[config.mk]
export PLATFORM = sky130hd
export DESIGN_NAME = pattern_sequencer_flat
export DESIGN_NICKNAME = d
export VERILOG_FILES = /design/src/rtl/pattern_sequencer_pkg.sv /design/src/rtl/pattern_sequencer_if.sv /design/src/rtl/pattern_sequencer_tick_gen.sv /design/src/rtl/pattern_sequencer.sv /design/src/flat_wrapper.sv
export SDC_FILE = /design/constraint.sdc
export NUM_CORES = 1
export LEC_CHECK = 0
export BUFFER_PORTS_ARGS = -buffer_cell sky130_fd_sc_hd__buf_4
export CORE_ASPECT_RATIO = 2
export CORE_MARGIN = 1.5
export CORE_UTILIZATION = 25
export CTS_BUF_LIST = sky130_fd_sc_hd__clkbuf_4 sky130_fd_sc_hd__clkbuf_8 sky130_fd_sc_hd__clkbuf_16
export CTS_CLUSTER_DIAMETER = 120
export DETAILED_ROUTE_END_ITERATION = 12
export PLACE_DENSITY = 0.43
export SLEW_MARGIN = 20
export SYNTH_ARGS = -nofsm -noshare
export SYNTH_HDL_FRONTEND = slang
export SYNTH_HIERARCHICAL = 1
export SYNTH_SLANG_ARGS = --single-unit
export TNS_END_PERCENT = 50
[constraint.sdc]
create_clock -name clk -period 2.1 [get_ports clk]
set_clock_uncertainty 0.15 [all_clocks]
set_input_delay 0.42 -clock clk [delete_from_list [all_inputs] [get_ports clk]]
set_output_delay 0.42 -clock clk [all_outputs]
set_load 0.01 [all_outputs]
[src/rtl/pattern_sequencer_pkg.sv]
// Shared constants for the pattern sequencer: step-mode encodings and the
// length of the optional input glitch filter.
package patseq_pkg;

  localparam logic [1:0] MODE_LEVEL = 2'b00;
  localparam logic [1:0] MODE_FREE  = 2'b01;
  localparam logic [1:0] MODE_EDGE  = 2'b10;
  localparam logic [1:0] MODE_HOLD  = 2'b11;

  localparam int FILT_LEN = 4;

endpackage

[src/rtl/pattern_sequencer_if.sv]
// Control/status bundle of the pattern sequencer: event input, mode, direction,
// pattern table in; registered pattern, index and tick out.
interface pattern_sequencer_if #(
  parameter int OUT_W = 8,
  parameter int N_PAT = 7
);
  localparam int IW = $clog2(N_PAT);

  logic                     in;
  logic [1:0]               mode;
  logic                     dir;
  logic [N_PAT*OUT_W-1:0]   pat_tbl;
  logic [OUT_W-1:0]         out;
  logic [IW-1:0]            idx;
  logic                     tick;

  modport master (
    output in, mode, dir, pat_tbl,
    input  out, idx, tick
  );

  modport slave (
    input  in, mode, dir, pat_tbl,
    output out, idx, tick
  );
endinterface

[src/rtl/pattern_sequencer_tick_gen.sv]
// Clock-enable divider: counts 0..DIV-1 and raises tick for the single cycle
// in which the count sits at DIV-1.
module tick_gen #(
  parameter int DIV = 3000002
) (
  input  logic clk,
  input  logic rst,
  output logic tick
);
  localparam int CW = $clog2(DIV);
  localparam logic [CW-1:0] LAST = CW'(DIV - 1);

  logic [CW-1:0] r_cnt;

  always_ff @(posedge clk) begin
    if (rst) begin
      r_cnt <= '0;
    end else if (r_cnt == LAST) begin
      r_cnt <= '0;
    end else begin
      r_cnt <= r_cnt + 1'b1;
    end
  end

  assign tick = (r_cnt == LAST);
endmodule

[src/rtl/pattern_sequencer.sv]
// Tick-driven pattern sequencer with synchronised active-low event input.
// Optional PATSEQ_GLITCH_FILTER_EN adds a FILT_LEN-cycle input debounce.
module pattern_sequencer
  import patseq_pkg::*;
#(
  parameter int OUT_W = 8,
  parameter int N_PAT = 7,
  parameter int DIV   = 3000002
) (
  input  logic                clk,
  input  logic                rst,
  pattern_sequencer_if.slave  bus
);
  localparam int IW    = $clog2(N_PAT);
  localparam int TBL_D = 2 ** IW;
  localparam logic [IW-1:0] LAST_IDX = IW'(N_PAT - 1);

  logic             w_tick;
  logic             r_sync1, r_sync2, r_ins_d, r_pend;
  logic             w_in_s, w_fall, w_step, w_pend_next;
  logic [IW-1:0]    r_idx, w_idx_next;
  logic [OUT_W-1:0] r_out;
  logic [OUT_W-1:0] w_tbl [TBL_D];

  tick_gen #(.DIV(DIV)) u_tick_gen (
    .clk  (clk),
    .rst  (rst),
    .tick (w_tick)
  );

  // Pad the table to a power of two so an out-of-range index reads zero.
  for (genvar gi = 0; gi < TBL_D; gi++) begin : g_tbl
    if (gi < N_PAT) begin : g_used
      assign w_tbl[gi] = bus.pat_tbl[gi*OUT_W +: OUT_W];
    end else begin : g_pad
      assign w_tbl[gi] = '0;
    end
  end

`ifdef PATSEQ_GLITCH_FILTER_EN
  localparam int FCW = $clog2(FILT_LEN);
  logic           r_filt;
  logic [FCW-1:0] r_filt_cnt;

  always_ff @(posedge clk) begin
    if (rst) begin
      r_filt     <= 1'b1;
      r_filt_cnt <= '0;
    end else if (r_sync2 == r_filt) begin
      r_filt_cnt <= '0;
    end else if (r_filt_cnt == FCW'(FILT_LEN - 1)) begin
      r_filt     <= r_sync2;
      r_filt_cnt <= '0;
    end else begin
      r_filt_cnt <= r_filt_cnt + 1'b1;
    end
  end

  assign w_in_s = r_filt;
`else
  assign w_in_s = r_sync2;
`endif

  always_comb begin
    w_fall      = r_ins_d & ~w_in_s;
    w_step      = 1'b0;
    w_pend_next = 1'b0;
    w_idx_next  = r_idx;
    if (w_tick) begin
      case (bus.mode)
        MODE_LEVEL: w_step = ~w_in_s;
        MODE_FREE:  w_step = 1'b1;
        MODE_EDGE:  w_step = r_pend;
        default:    w_step = 1'b0;
      endcase
    end
    // An edge seen in the tick cycle survives the clear and counts next tick.
    if (bus.mode == MODE_EDGE) begin
      w_pend_next = w_tick ? w_fall : (r_pend | w_fall);
    end
    if (r_idx > LAST_IDX) begin
      w_idx_next = '0;
    end else if (w_step) begin
      if (bus.dir) begin
        w_idx_next = (r_idx == LAST_IDX) ? '0 : r_idx + 1'b1;
      end else begin
        w_idx_next = (r_idx == '0) ? LAST_IDX : r_idx - 1'b1;
      end
    end
  end

  always_ff @(posedge clk) begin
    if (rst) begin
      r_sync1 <= 1'b1;
      r_sync2 <= 1'b1;
      r_ins_d <= 1'b1;
      r_pend  <= 1'b0;
      r_idx   <= '0;
      r_out   <= '0;
    end else begin
      r_sync1 <= bus.in;
      r_sync2 <= r_sync1;
      r_ins_d <= w_in_s;
      r_pend  <= w_pend_next;
      r_idx   <= w_idx_next;
      r_out   <= w_tbl[r_idx];
    end
  end

  assign bus.out  = r_out;
  assign bus.idx  = r_idx;
  assign bus.tick = w_tick;
endmodule
[src/flat_wrapper.sv]
// flat-port wrapper written by rule: the top's interface ports become plain ports
module pattern_sequencer_flat import patseq_pkg::*;
#(
  parameter int OUT_W = 8,
  parameter int N_PAT = 7,
  parameter int DIV   = 3000002
)
  (clk, rst, bus_in, bus_mode, bus_dir, bus_pat_tbl, bus_out, bus_idx, bus_tick);
  pattern_sequencer_if #(.OUT_W(OUT_W), .N_PAT(N_PAT)) bus_i ();
  input  logic clk;
  input  logic rst;
  input wire logic [$bits(bus_i.in)-1:0] bus_in;
  input wire logic [$bits(bus_i.mode)-1:0] bus_mode;
  input wire logic [$bits(bus_i.dir)-1:0] bus_dir;
  input wire logic [$bits(bus_i.pat_tbl)-1:0] bus_pat_tbl;
  output wire logic [$bits(bus_i.out)-1:0] bus_out;
  output wire logic [$bits(bus_i.idx)-1:0] bus_idx;
  output wire logic [$bits(bus_i.tick)-1:0] bus_tick;
  assign bus_i.in = bus_in;
  assign bus_i.mode = bus_mode;
  assign bus_i.dir = bus_dir;
  assign bus_i.pat_tbl = bus_pat_tbl;
  assign bus_out = bus_i.out;
  assign bus_idx = bus_i.idx;
  assign bus_tick = bus_i.tick;
  pattern_sequencer #(.OUT_W(OUT_W), .N_PAT(N_PAT), .DIV(DIV)) u_core (.clk(clk), .rst(rst), .bus(bus_i));
endmodule
==> impl_metrics.json, run 1 <==
{
  "drive_above_1_share": 0.491,
  "synth_edf_count": 0,
  "path_class": "reg2out",
  "power_frac_seq": 0.397,
  "antenna_found_initial": 0,
  "dieArea_um2": 9140,
  "p_leak_nw": 1.34,
  "rows": 47,
  "setup_violations": 4,
  "drv_slew": 0,
  "postSynth.asyncResetShare": 0,
  "fin_crit_ns": 2.15,
  "placed_cell_area_um2": 3040,
  "critPathCaptureType": "output port",
  "routabilityCongestion": 0.788,
  "via_per_inst": 4.86,
  "die_y_um": 134,
  "fillCellCount": 847,
  "root_buffer": "clkbuf_16",
  "first_iter_violations": 62,
  "insertion_delay_ns": 0.29,
  "ys_types": 46,
  "ir_worst_vdd_mv": 0.277,
  "arrival_ns": 1.58,
  "regToRegSetupSlack_ns": -0.03,
  "synth_area_um2": 2140,
  "drc": 0,
  "seq_area_frac_synth": 0.347,
  "drtPass1Iterations": 4,
  "cts_htree_levels": 2,
  "crit_path_start_kind": "flip-flop",
  "failed_checks": "setup timing",
  "r2r-start": "u_core/u_tick_gen/r_cnt[6]$_SDFF_PP0_",
  "clkTransAtPathRegs_ns": 0.06,
  "grt_pass1_vias": 2307,
  "start_util": 0.258,
  "fp.dieW_um": 68.4,
  "rsz0062_at_grt": "true",
  "finalSetupTns_ns": -0.115,
  "utilization": 0.397,
  "layout.nets": 400,
  "pwr-share-comb": 0.104,
  "portBuffers": 73,
  "yosysMostFrequentCell": "dfxtp_1",
  "yosys-top-cells-count": "dfxtp_1 (37), nor2_1 (35), inv_1 (12), nor3_1 (11), xnor2_1 (11)",
  "max-slew-margin-rel": 0.622,
  "syn_avg_cell_area_um2": 9.75,
  "max_freq_ghz": 0.466,
  "cts-hold-fix-buffers": 0,
  "synth_top_area_share": 0.347,
  "finalInstanceArea_um2": 3290,
  "p_switching_mw": 0.380,
  "cts.sinks": 37,
  "cp.required_ns": 1.53,
  "dp_hpwl_um": 5290,
  "area_growth_syn_to_layout_pct": 54.2,
  "tightest_slew_ns": 0.565,
  "hold_class": "in2reg",
  "grt_first_pass_wirelength_um": 10800,
  "switching_share": 0.208,
  "ioPinCount": 74,
  "finalHoldViolCount": 0,
  "cts_tree": "done",
  "vias": 2090,
  "status": "finished with violations",
  "reg2reg_to": "u_core/bus.idx[1]$_SDFFE_PP0P_",
  "power_density_nw_per_um2": 555,
  "fp.coreArea_um2": 8290,
  "grt_usage": 0.158,
  "ant_nets": 0,
  "critPathMaxFanout": 2,
  "yosysTopAreaCell": "dfxtp_1",
  "clkPwrFrac": 0.499,
  "drv_cap": 0,
  "holdPathStages": 2,
  "syn_nets": 288,
  "timing.hold.ws_ns": 0.165,
  "wl_um": 6580,
  "syn_inst": 219,
  "wl_per_cell_um": 15.3,
  "grt_max_degree": 17,
  "clockBufferDepth": 2,
  "hold_end": "u_core/r_sync1$_SDFF_PP1_",
  "internal_power_mw": 1.45,
  "synthFlopType": "dfxtp_1",
  "antennaDiodeCount": 0,
  "overflow": 0,
  "finalCritPeriodShare": 1.02,
  "ys.warnings.count": 6,
  "cts_buffers": 5,
  "rr_worst_depth": 8,
  "synth_area_leaders": "dfxtp_1 (35%), mux4_2 (9.5%), nor2_1 (6.2%)",
  "setup_ws_ns": -0.0474,
  "synth_seq_cells": 37,
  "p_total_mw": 1.83,
  "min_from": "bus_in"
}
==> registers in the layout, indices dropped and copies added, names as in the netlist <==
signal,cells
u_core/u_tick_gen/r_cnt,22
u_core/r_ins_d,1
u_core/r_sync2,1
u_core/bus.idx,3
u_core/r_sync1,1
u_core/bus.out,8
u_core/r_pend,1
==> timing repair <==
item	CTS	global route
endpoints found under the hold margin	0	0
setup buffers	5	1
pin swaps	3	6
gates resized for setup	5	7
endpoints found under the setup margin	1	4
==> cells by family after synthesis <==
kind of cell | count (synthesis) | synth area share
XOR/XNOR | 15 | 0.0615
adder cells (fa/ha/maj) | 7 | 0.0410
AO/OA/AOI/OAI | 21 | 0.0920
AND/OR/NAND/NOR | 94 | 0.242
buffers and inverters | 22 | 0.0515
flip-flops | 37 | 0.347
multiplexers | 23 | 0.165
==> cells in the final DEF (no fill, tap or decap), types with 7 or more instances in the layout <==
cell / instances
mux2_2: 8
mux4_2: 9
nor2_1: 34
xnor2_1: 11
buf_4: 109
ha_1: 7
dfxtp_1: 32
inv_1: 11
nor3_1: 11
a221oi_1: 8
==> per-stage QoR <==
step           worst slack [ns]  instances
2_1_floorplan            0.0103        219
3_3_place_gp             0.0755        416
3_5_place_dp             0.0363        416
4_1_cts                 -0.0276        429
5_1_grt                  -0.132        430
6_report                -0.0474        430
==> worst max path at each step <==
stage / end / slack (ns) / from / cells past startpoint
2_1_floorplan: u_core/bus.idx[0]$_SDFFE_PP0P_ / 0.01 / u_core/u_tick_gen/r_cnt[6]$_SDFF_PP0_ / 7
3_5_place_dp: u_core/bus.idx[1]$_SDFFE_PP0P_ / 0.04 / u_core/u_tick_gen/r_cnt[6]$_SDFF_PP0_ / 7
5_1_grt: u_core/bus.idx[1]$_SDFFE_PP0P_ / -0.13 / u_core/u_tick_gen/r_cnt[12]$_SDFF_PP0_ / 9
4_1_cts: bus_tick / -0.03 / u_core/u_tick_gen/r_cnt[4]$_SDFF_PP0_ / 6
6_report: bus_tick / -0.05 / u_core/u_tick_gen/r_cnt[6]$_SDFF_PP0_ / 5
3_3_place_gp: u_core/bus.idx[2]$_SDFFE_PP0P_ / 0.08 / u_core/u_tick_gen/r_cnt[7]$_SDFF_PP0_ / 7
==> worst max-delay path, cell delays in order (launching register included) <==
cell	delay [ns]
dfxtp_2	0.32
nand2_1	0.07
or4_4	0.52
nor2_4	0.17
buf_6	0.12
buf_6	0.09
==> power groups by stage <==
stage / clock network, mW / logic, mW / registers [mW]
floorplan: 0 / 0.0584 / 0.745
global placement: 0 / 0.192 / 0.741
detailed placement: 0 / 0.191 / 0.741
CTS: 0.940 / 0.192 / 0.726
global route: 0.965 / 0.207 / 0.727
finish: 0.913 / 0.190 / 0.726
==> routing by layer <==
metal,global-route usage,share of wire
met5,0,0
met4,0.0578,0.019
met3,0.0329,0.051
met2,0.318,0.61
met1,0.142,0.32
==> cell type report <==
class,count,area (um2),share of cell area
flip-flops and latches,37,747,0.227
clock buffers,7,146,0.0444
inverters,14,55.1,0.0167
well taps,98,123,0.0372
repair buffers,113,872,0.265
multi-input cells,160,1320,0.401
clock inverters,1,30.0,0.00912
Note: power is estimated with default switching activity, not from simulation.
==> run 2, diff against run 1 <==
--- a/config.mk
+++ b/config.mk
@@ -13,6 +13,7 @@
 export CTS_CLUSTER_DIAMETER = 120
 export DETAILED_ROUTE_END_ITERATION = 12
 export PLACE_DENSITY = 0.43
+export REMOVE_ABC_BUFFERS = 1
 export SLEW_MARGIN = 20
 export SYNTH_ARGS = -nofsm -noshare
 export SYNTH_HDL_FRONTEND = slang
==> run 2 against run 1 <==
- combinational power about the same
- register-to-register slack gained 0.11 ns
- count of clock-buffer cells in the layout is 1 higher
- sequential power about the same
- utilization decreased by 0.41 points
- global-route usage about the same
- largest cell class unchanged
- flip-flop and latch count unchanged
- non-clock buffer count decreased by 2
- the flow still finishes with violations (setup timing)
- critical path depth up 2
- die area did not move
- fmax rose by 2.0%
==> impl_metrics.json, run 2 (synthesized netlist as in run 1, its figures left out) <==
{
  "met3_usage": 0.0279,
  "seqCellArea_um2": 746,
  "wl_per_cell_um": 15.5,
  "fin_crit_ns": 2.11,
  "routabilityCongestion": 0.781,
  "min_from": "bus_in",
  "drc": 0,
  "rsz0062_at_grt": "true",
  "cts_tree": "done",
  "area_growth_syn_to_layout_pct": 52.7,
  "rows": 47,
  "hold_class": "in2reg",
  "first_iter_violations": 51,
  "r2r-start": "u_core/u_tick_gen/r_cnt[1]$_SDFF_PP0_",
  "start_util": 0.258,
  "drive_above_1_share": 0.494,
  "top_usage_layer": "met2",
  "ir_worst_vdd_mv": 0.258,
  "cts-hold-fix-buffers": 0,
  "via_per_inst": 4.83,
  "drv_slew": 0,
  "grt_max_degree": 18,
  "grt_pass1_vias": 2238,
  "rr_worst_depth": 10,
  "p_leak_nw": 1.33,
  "arrival_ns": 1.54,
  "finalHoldViolCount": 0,
  "cts_buffers": 5,
  "insertion_delay_ns": 0.28,
  "place_ws_ns": -0.0397,
  "critPathMaxFanout": 3,
  "clockBufferDepth": 2,
  "hold_end": "u_core/r_sync1$_SDFF_PP1_",
  "reg2reg_to": "u_core/bus.idx[1]$_SDFFE_PP0P_",
  "root_buffer": "clkbuf_16",
  "holdPathStages": 2,
  "status": "finished with violations",
  "groute.layer.met2.usage": 0.324,
  "vias": 2066,
  "ant_nets": 0,
  "antennaDiodeCount": 0,
  "fillCellCount": 868,
  "path_class": "reg2out",
  "drv_cap": 0,
  "die_y_um": 134,
  "placed_cells": 418,
  "dp_hpwl_um": 5530,
  "layout_common_cells": "buf_4 (109), nor2_1 (34), dfxtp_1 (33), nor3_1 (11), xnor2_1 (11)",
  "gr-usage-met1": 0.142,
  "final_common_cell": "buf_4",
  "layout.nets": 398,
  "multi_input_area_um2": 1350,
  "cts.sinks": 37,
  "max-slew-margin-rel": 0.574,
  "antenna_found_initial": 0,
  "top_register": "u_core/u_tick_gen/r_cnt",
  "setup_violations": 1,
  "setup_ws_ns": -0.00531,
  "timing.hold.ws_ns": 0.169,
  "p_total_mw": 1.68,
  "portBuffers": 73,
  "grt_usage": 0.158,
  "regToRegSetupSlack_ns": 0.08,
  "grt_first_pass_wirelength_um": 10700,
  "critPathCaptureType": "output port",
  "largest_register_ffs": 22,
  "fp.dieW_um": 68.4,
  "crit_path_start_kind": "flip-flop",
  "max_freq_ghz": 0.475,
  "drtPass1Iterations": 4,
  "wl_um": 6650,
  "failed_checks": "setup timing",
  "tightest_slew_ns": 0.637,
  "finalCritPeriodShare": 1.00,
  "overflow": 0,
  "fp.coreArea_um2": 8290,
  "clkTransAtPathRegs_ns": 0.06,
  "ioPinCount": 74,
  "cts_htree_levels": 2,
  "cp.required_ns": 1.53,
  "finalNonFillerCells": 428,
  "power_density_nw_per_um2": 516,
  "dieArea_um2": 9140
}
run 2: routing by layer:
layer / vias up / wire length (um)
li1: 1023 / -
met1: 972 / 2060
met5: - / 0
met4: 0 / 74
met3: 6 / 302
met2: 65 / 4210
run 2: worst max-delay path by stage:
stage                                                startpoint                             end  slack (ns)  cells after the start
after global routing      u_core/u_tick_gen/r_cnt[1]$_SDFF_PP0_  u_core/bus.idx[1]$_SDFFE_PP0P_       -0.06                     10
final                     u_core/u_tick_gen/r_cnt[1]$_SDFF_PP0_                        bus_tick      -0.005                      7
after detailed placement  u_core/u_tick_gen/r_cnt[1]$_SDFF_PP0_  u_core/bus.idx[2]$_SDFFE_PP0P_       -0.04                     11
after floorplan           u_core/u_tick_gen/r_cnt[6]$_SDFF_PP0_  u_core/bus.idx[1]$_SDFFE_PP0P_       -0.32                      7
after global placement    u_core/u_tick_gen/r_cnt[1]$_SDFF_PP0_  u_core/bus.idx[1]$_SDFFE_PP0P_      -0.007                     11
after CTS                 u_core/u_tick_gen/r_cnt[1]$_SDFF_PP0_                        bus_tick       -0.02                      7
run 2: critical path, cell delays in order, from the launching register on:
cell     delay (ns)
dfxtp_2        0.32
inv_2          0.06
ha_4           0.11
and3b_1        0.18
nand4_1        0.21
nor2_4         0.17
buf_6          0.12
buf_6          0.09
run 2: power by group:
group	total (mW)	switching (mW)	internal (mW)
clock network	0.767	0.286	0.480
registers	0.725	0.00640	0.719
logic	0.189	0.0671	0.122
total	1.68	0.360	1.32
run 2: through the flow:
stage | cell area (um2) | util | TNS (ns)
final | 3260 | 0.393 | -0.00531
after global routing | 3260 | 0.393 | -0.132
after CTS | 3220 | 0.389 | -0.0175
after detailed placement | 3020 | 0.364 | -0.113
after global placement | 3020 | 0.364 | -0.00976
after floorplan | 2080 | - | -0.948
run 2: what timing repair did:
action	4_1_cts	5_1_grt
gates resized for setup	12	7
endpoints found under the setup margin	4	6
buffers inserted	2	0
hold endpoints to repair	0	0
pin swaps	3	1
run 2: final cells by class:
class / instances / share of cell area
well taps: 98 / 0.0376
inverters: 14 / 0.0161
clock buffers: 8 / 0.0453
flip-flops and latches: 37 / 0.229
multi-input cells: 160 / 0.414
repair buffers: 111 / 0.258
